$ cat src/rtl/maxnet_param_if.sv
// Handshake/result bundle for the MaxNet winner-take-all engine.
// The driver side owns start/din; the engine owns the registered result fields.
interface maxnet_param_if #(
  parameter int N = 4,
  parameter int W = 8
);
  localparam int IDXW = $clog2(N);

  logic            start;
  logic [N*W-1:0]  din;
  logic            done;
  logic [IDXW-1:0] winner;
  logic [W-1:0]    win_val;
  logic [1:0]      status;
  logic [7:0]      iters;

  modport master (output start, din, input done, winner, win_val, status, iters);
  modport slave  (input start, din, output done, winner, win_val, status, iters);
endinterface

$ cat src/rtl/maxnet_param.sv
// MaxNet winner-take-all: one lateral-inhibition update per clock until a unique
// survivor, all-zero, stall or (with `MAXNET_TIMEOUT_EN) the iteration cap ends the run.
module maxnet_param #(
  parameter int N         = 4,
  parameter int W         = 8,
  parameter int EPS_SHIFT = 2,
  parameter int MAX_ITER  = 64
) (
  input  logic           clk,
  input  logic           rst,
  maxnet_param_if.slave  bus
);
  localparam int IDXW = $clog2(N);
  localparam int SW   = W + IDXW;
  localparam int CW   = $clog2(N + 1);

`ifndef MAXNET_TIMEOUT_EN
  localparam int cap_unused = MAX_ITER;
`endif

  typedef enum logic [1:0] {IDLE, RUN, DONE} state_t;

  state_t          state;
  logic [W-1:0]    a   [N];
  logic [W-1:0]    nxt [N];
  logic [7:0]      iter_cnt;
  logic [SW-1:0]   sum;
  logic [CW-1:0]   nz_a, nz_nxt;
  logic [IDXW-1:0] nz_idx, max_idx, fin_idx;
  logic [W-1:0]    max_val;
  logic            stall, fin;
  logic [1:0]      fin_status;

  // Floor subtraction: a neuron is clamped at zero rather than wrapping.
  function automatic logic [W-1:0] inhibit(input logic [W-1:0] aj, input logic [SW-1:0] s);
    logic [SW-1:0] inh;
    inh = (s - SW'(aj)) >> EPS_SHIFT;
    return (SW'(aj) > inh) ? W'(SW'(aj) - inh) : '0;
  endfunction

  function automatic logic [7:0] sat_inc(input logic [7:0] v);
    return (v == 8'hFF) ? v : v + 8'd1;
  endfunction

  always_comb begin
    sum = '0;
    for (int j = 0; j < N; j++) sum = sum + SW'(a[j]);
  end

  always_comb begin
    nxt     = '{default: '0};
    nz_a    = '0;
    nz_nxt  = '0;
    nz_idx  = '0;
    max_idx = '0;
    max_val = '0;
    stall   = 1'b1;
    for (int j = 0; j < N; j++) begin
      nxt[j] = inhibit(a[j], sum);
      if (a[j] != '0) begin
        nz_a   = nz_a + CW'(1);
        nz_idx = IDXW'(j);
      end
      if (nxt[j] != '0) nz_nxt = nz_nxt + CW'(1);
      // Strict compare keeps the lowest index on ties.
      if (a[j] > max_val) begin
        max_val = a[j];
        max_idx = IDXW'(j);
      end
      if (nxt[j] != a[j]) stall = 1'b0;
    end
  end

  always_comb begin
    fin        = 1'b1;
    fin_status = 2'b01;
    fin_idx    = max_idx;
    if (nz_a == '0) begin
      fin_status = 2'b10;
      fin_idx    = '0;
    end else if (nz_a == CW'(1)) begin
      fin_status = 2'b00;
      fin_idx    = nz_idx;
    end
`ifdef MAXNET_TIMEOUT_EN
    else if (iter_cnt == 8'(MAX_ITER)) begin
      fin_status = 2'b11;
    end
`endif
    else if (nz_nxt == '0 || stall) begin
      fin_status = 2'b01;
    end else begin
      fin = 1'b0;
    end
  end

  always_ff @(posedge clk) begin
    if (rst) begin
      state       <= IDLE;
      iter_cnt    <= '0;
      bus.done    <= 1'b0;
      bus.winner  <= '0;
      bus.win_val <= '0;
      bus.status  <= '0;
      bus.iters   <= '0;
      for (int j = 0; j < N; j++) a[j] <= '0;
    end else begin
      case (state)
        IDLE, DONE: begin
          if (bus.start) begin
            for (int j = 0; j < N; j++) a[j] <= bus.din[j*W +: W];
            iter_cnt <= '0;
            bus.done <= 1'b0;
            state    <= RUN;
          end
        end
        RUN: begin
          if (fin) begin
            state       <= DONE;
            bus.done    <= 1'b1;
            bus.status  <= fin_status;
            bus.winner  <= fin_idx;
            bus.win_val <= a[fin_idx];
            bus.iters   <= iter_cnt;
          end else begin
            for (int j = 0; j < N; j++) a[j] <= nxt[j];
            iter_cnt <= sat_inc(iter_cnt);
          end
        end
        default: state <= IDLE;
      endcase
    end
  end
endmodule

$ cat src/flat_wrapper.sv
// flat-port wrapper written by rule: the top's interface ports become plain ports
module maxnet_param_flat 
#(
  parameter int N         = 4,
  parameter int W         = 8,
  parameter int EPS_SHIFT = 2,
  parameter int MAX_ITER  = 64
)
  (clk, rst, bus_start, bus_din, bus_done, bus_winner, bus_win_val, bus_status, bus_iters);
  maxnet_param_if #(.N(N), .W(W)) bus_i ();
  input  logic clk;
  input  logic rst;
  input wire logic [$bits(bus_i.start)-1:0] bus_start;
  input wire logic [$bits(bus_i.din)-1:0] bus_din;
  output wire logic [$bits(bus_i.done)-1:0] bus_done;
  output wire logic [$bits(bus_i.winner)-1:0] bus_winner;
  output wire logic [$bits(bus_i.win_val)-1:0] bus_win_val;
  output wire logic [$bits(bus_i.status)-1:0] bus_status;
  output wire logic [$bits(bus_i.iters)-1:0] bus_iters;
  assign bus_i.start = bus_start;
  assign bus_i.din = bus_din;
  assign bus_done = bus_i.done;
  assign bus_winner = bus_i.winner;
  assign bus_win_val = bus_i.win_val;
  assign bus_status = bus_i.status;
  assign bus_iters = bus_i.iters;
  maxnet_param #(.N(N), .W(W), .EPS_SHIFT(EPS_SHIFT), .MAX_ITER(MAX_ITER)) u_core (.clk(clk), .rst(rst), .bus(bus_i));
endmodule
$ cat config.mk
export PLATFORM = sky130hd
export DESIGN_NAME = maxnet_param_flat
export DESIGN_NICKNAME = d
export VERILOG_FILES = /design/src/rtl/maxnet_param_if.sv /design/src/rtl/maxnet_param.sv /design/src/flat_wrapper.sv
export SDC_FILE = /design/constraint.sdc
export NUM_CORES = 1
export LEC_CHECK = 0
export ABC_CLOCK_PERIOD_IN_PS = 11000
export CORE_MARGIN = 2
export CORE_UTILIZATION = 35
export DETAILED_ROUTE_END_ITERATION = 16
export MAX_ROUTING_LAYER = met4
export PLACE_DENSITY_LB_ADDON = 0.08
export SLEW_MARGIN = 10
export SYNTH_ARGS = -nofsm -noshare
export SYNTH_HDL_FRONTEND = slang
export SYNTH_SLANG_ARGS = --single-unit
$ cat constraint.sdc
create_clock -name clk -period 11 [get_ports clk]
set_clock_uncertainty 0.15 [all_clocks]
set_input_delay 1.1 -clock clk [delete_from_list [all_inputs] [get_ports clk]]
set_output_delay 1.1 -clock clk [all_outputs]
set_load 0.05 [all_outputs]
Word level (Yosys, flattened, before mapping)

Memories as Yosys holds them, arrays and structs flattened. A register that Yosys moved wholly into a read port is not among the register bits.
Cells that the tools add are included.

Register bits after elaboration: 23
RAM bits: 32
Input port bits: 35
Output and inout port bits: 21
Word-level logic and storage cells: 131
Memories: 1

$add $sub $neg: 18
$lt $le $gt $ge: 8
Eq/ne operators: 12
Mux-type cells: 60
Bitwise logic cells: 8
Reduce and logical (&&, ||, !) cells: 18

Memory list:

| name     | depth | bits a word | rd ports | clocked after Yosys merged registers in | wr ports | RTL line           | text |
|---|---|---|---|---|---|---|---|
| u_core.a | 4     | 8           | 5        | 1                                       | 4        | maxnet_param.sv:24 | `logic [W-1:0] a [N];` |

Operators with widths:

| kind                                                | number |
|---|---|
| two-way mux 8 bit                                   | 18 |
| nonzero test 8 bit                                  | 8 |
| > comparator 8 bit                                  | 7 |
| subtractor 10 x 8 -> 10 bit                         | 4 |
| inequality test 8 bit                               | 4 |
| subtractor 8 bit                                    | 4 |
| two-way mux 1 bit                                   | 24 |
| adder 10 x 8 -> 10 bit                              | 2 |
| two-way mux 2 bit                                   | 9 |
| two-way mux 3 bit                                   | 6 |
| case mux 8 bit (2 select lines)                     | 1 |
| adder 3 x 1 -> 3 bit (second input constant)        | 4 |
| adder 8 x 8 -> 9 bit                                | 1 |
| adder 8 x 1 -> 8 bit (second input constant)        | 1 |
| == test 8 bit (second input constant)               | 1 |
| > comparator 8 x 1 -> 1 bit (second input constant) | 1 |
| bitwise OR 1 bit                                    | 8 |
| logical NOT 3 bit                                   | 2 |
| inequality test 2 bit (second input constant)       | 3 |
| adder 1 x 1 -> 2 bit (second input constant)        | 2 |
| case mux 2 bit (2 select lines)                     | 1 |
| AND reduction 2 bit                                 | 2 |
| AND reduction 4 bit                                 | 1 |
| == test 3 x 1 -> 1 bit (second input constant)      | 1 |
| other kinds (9)                                     | 9 |

Depth between registers and ports, before layout

An unclocked memory read counts as a cell.

Depth in word-level cells: 25
Mapped depth: 40
Depth with buffers taken out: 37

Least setup slack after synthesis

Ideal clock, no wire load.

Path kind: register to register
Start: memory u_core.a[0][0]
End: memory u_core.a[0][0], enable pin
Setup time: 0.384 ns
Arrival time: 7.674 ns
Data required time: 10.466 ns
Path slack: 2.792 ns
Cell stages (with the launch flop): 37
Path buffers: 3
Period minus slack after synthesis: 8.208 ns
Cell sequence: edfxtp_1 ha_1 inv_1 fa_1 fa_1 inv_1 ha_1 inv_1 fa_1 inv_1 ha_1 nor2b_1 nor2_1 nor2b_1 o21a_1 o21a_1 o21a_1 o21a_1 nor3_1 nor2_1 ha_1 buf_2 nand4_1 or2_2 o21ai_1 buf_2 nand2b_1 and3_1 ha_1 xor2_1 ha_1 nor2_1 a211oi_1 o31ai_1 or2_1 buf_2 o21ai_0

RTL lines:

| element         | RTL line |
|---|---|
| start, declared | maxnet_param.sv:24 |

==> impl_metrics.env <==
export IMPL_track_usage_pct=21.7
export IMPL_syn_area_um2=8170
export IMPL_synth_area_per_cell_um2=8.34
export IMPL_hold_viol=0
export IMPL_grt_pass1_vias=7080
export IMPL_vias=7284
export IMPL_hold_slack_ps=313
export IMPL_status="finished clean"
export IMPL_via_per_inst=5.43
export IMPL_grt_pass1_wl_um=39800
export IMPL_overflow=0
export IMPL_drive_above_1_share_pct=7.97
export IMPL_gp_congestion=0.895
export IMPL_drt_total_wl_um=25200
export IMPL_final_min_clock_period_ps=9710
export IMPL_ios=56
export IMPL_crit_arrival_ps=9650
export IMPL_cts_resized_gates=0
export IMPL_ys_seq_area_share_pct=19.4
export IMPL_hold_path_class="flop to flop"
export IMPL_dieArea_um2=24600
export IMPL_ys_ff_latch=63
export IMPL_drcViolationCount=0
export IMPL_synth_top_cells_by_area="ha_1 17%, edfxtp_1 12%, dfxtp_1 7.6%, xnor2_1 4.4%, nor2_1 4.1%"
export IMPL_maxSlewViolCount=0
export IMPL_multiInputGateArea_um2=6120
export IMPL_drtAntennaViolNets=0
export IMPL_max_freq_mhz=103
export IMPL_antenna_found_initial=0
export IMPL_ctsHoldBuffers=0
export IMPL_htree_levels=3
export IMPL_final_core_util_pct=41.1
export IMPL_initial_utilization_pct=35.9
export IMPL_clk_insertion_delay_late_ps=340
export IMPL_dpl_hpwl_um=20200
export IMPL_yosys_area_top_type_share_pct=16.7
export IMPL_maxCapViolCount=0
export IMPL_tightest_slew_ps=1120
export IMPL_wl_per_cell_um=18.8
export IMPL_cpMostUsedCell="ha_1"
export IMPL_drtIter0Drc=465
export IMPL_nets=1182
export IMPL_fin_tns_setup_ps=0
export IMPL_cts_setup_buffers=0
export IMPL_yosys_most_used_dff="edfxtp_1"
export IMPL_crit_path_max_incr_delay_ps=600
export IMPL_setup_ws_ps=1290
export IMPL_die_height_um=157
export IMPL_fillerInstances=2301
export IMPL_coreArea_um2=22800
export IMPL_port_buffers=55
export IMPL_antenna_cells=0
export IMPL_crit_fanout=15
export IMPL_clkTransAtPathRegs_ps=60
export IMPL_crit_path_top_delay_cell="edfxtp_1"
export IMPL_cp_end_kind="flop"
export IMPL_synth_top_cell_by_area="ha_1"
export IMPL_post_place_ws_ps=1360
export IMPL_period_share_pct=88.3
export IMPL_rows=55
export IMPL_die_w_um=157
export IMPL_min_path_cells=2
export IMPL_grt_max_degree=34
export IMPL_drtPass1Iterations=5
export IMPL_numCtsBuffers=9
export IMPL_gr_max_usage_layer="met2"
export IMPL_required_ps=10940
export IMPL_crit_path_start_kind="flop"
export IMPL_regArea_um2=1580
export IMPL_clk_path_buf_depth=2
export IMPL_use_met1_pct=30.1
export IMPL_syn_inst=979
export IMPL_met3_usage_pct=3.41
export IMPL_synth_edf_count=32
export IMPL_async_flop_share_pct=0
export IMPL_met2_usage_pct=33.4
export IMPL_cts_tree="built"
export IMPL_area_growth_pct=14.7
export IMPL_slew_headroom_pct=24.7
export IMPL_critical_path_class="flop to flop"
export IMPL_ys_warn_count=0
export IMPL_rsz0062_at_grt="no"
export IMPL_root_buffer="clkbuf_16"
export IMPL_numClockSinks=63
export IMPL_yosysUniqueCellTypes=86
export IMPL_setup_viol=0
export IMPL_syn_nets=1137
export IMPL_ff2ff_path_depth=33
[final cells by class]
cell class,count,area share [%]
Sequential cell,63,16.9
Tap cell,313,4.18
Clock buffer,9,2.40
Timing Repair Buffer,63,6.52
Inverter,90,3.61
Clock inverter,7,1.11
Multi-Input combinational cell,797,65.3
[stage by stage]
stage          std cells  instance area [um2]
2_1_floorplan        979                 8170
3_3_place_gp        1326                 9040
3_5_place_dp        1326                 9040
4_1_cts             1342                 9370
5_1_grt             1342                 9370
6_report            1342                 9370
[flip-flops by register name (all words and copies together) (netlist names)]
| name | count |
|---|---|
| u_core.bus.status | 2 |
| u_core.bus.iters | 8 |
| u_core.iter_cnt | 8 |
| u_core.bus.winner | 2 |
| u_core.bus.done | 1 |
| u_core.bus.win_val | 8 |
| u_core.state | 2 |
| u_core.a | 32 |
[per-layer routing]
layer  part of all wire [%]  wire length (um)  vias up
met5                      0                 0        -
met1                     49             12300     3424
met2                     44             11100      181
li1                       -                 -     3655
met4                    1.7               420        0
met3                    5.7              1440       24
[critical path, delay by kind of cell, from the launching register on]
kind            cells  cell delay [ps]
fa+ha+maj           7             2570
compound gates      9             2480
simple gates       11             2330
xor+xnor            3              730
flops               1              600
buf+inv             3              580
[logic make-up after synthesis]
logic type,count (synthesis),share of synthesized area (%)
XOR/XNOR,58,6.65
flip-flops,63,19.4
AND/OR/NAND/NOR,328,21.0
multiplexers,39,6.13
adder cells (fa/ha/maj),123,20.1
buffers and inverters,119,5.84
AO/OA/AOI/OAI,249,20.9
[synthesized netlist by cell type, types with 3 or more instances]
master       n
or2_2       21
nand2_1     49
a31oi_1      6
and2_1       4
a21o_1      23
xor2_1      14
nor3b_1      6
a21oi_1     54
and3_1      16
nand3_1     18
dfxtp_1     31
nor2_1      90
xnor2_1     41
a22o_1      14
ha_1       109
a211oi_2     3
nand3b_1     3
edfxtp_1    32
inv_1       88
nor4_1      12
nor3_1      34
buf_2       15
o22ai_1      5
fa_1        14
mux2i_1     23
clkbuf_1    12
o21a_1      37
o31ai_1     13
nand2b_1    18
o21ai_1      5
o21ai_0     40
mux4_2       8
mux2_2       8
or4_1        4
o21bai_1     3
nor2b_1     22
nand4_1     14
a211oi_1    12
o2111ai_1    3
[placed cells by master (no fill, tap or decap), types with 16 or more instances in the layout]
master / count
nor2_1: 89
and3_1: 16
edfxtp_1: 32
a21o_1: 23
mux2i_1: 23
ha_1: 109
nand2_1: 49
a21oi_1: 54
inv_1: 88
nand2b_1: 18
xnor2_1: 41
o21ai_0: 40
clkdlybuf4s50_1: 55
nand3_1: 18
nor2b_1: 22
or2_2: 21
nor3_1: 34
o21a_1: 37
dfxtp_1: 31
[worst paths after layout]
| path | start | end | slack [ps] |
|---|---|---|---|
| max | u_core.a[0][1] | u_core.a[3][2] | 1290 |
| min | u_core.bus.done | u_core.bus.done | 310 |
| max reg2reg | u_core.a[0][1] | u_core.a[3][2] | 1290 |
| min reg2reg | u_core.bus.done | u_core.bus.done | 310 |
Power is not shown: default switching activity piles up to over one toggle a cycle in this logic, so the estimate is an artifact.
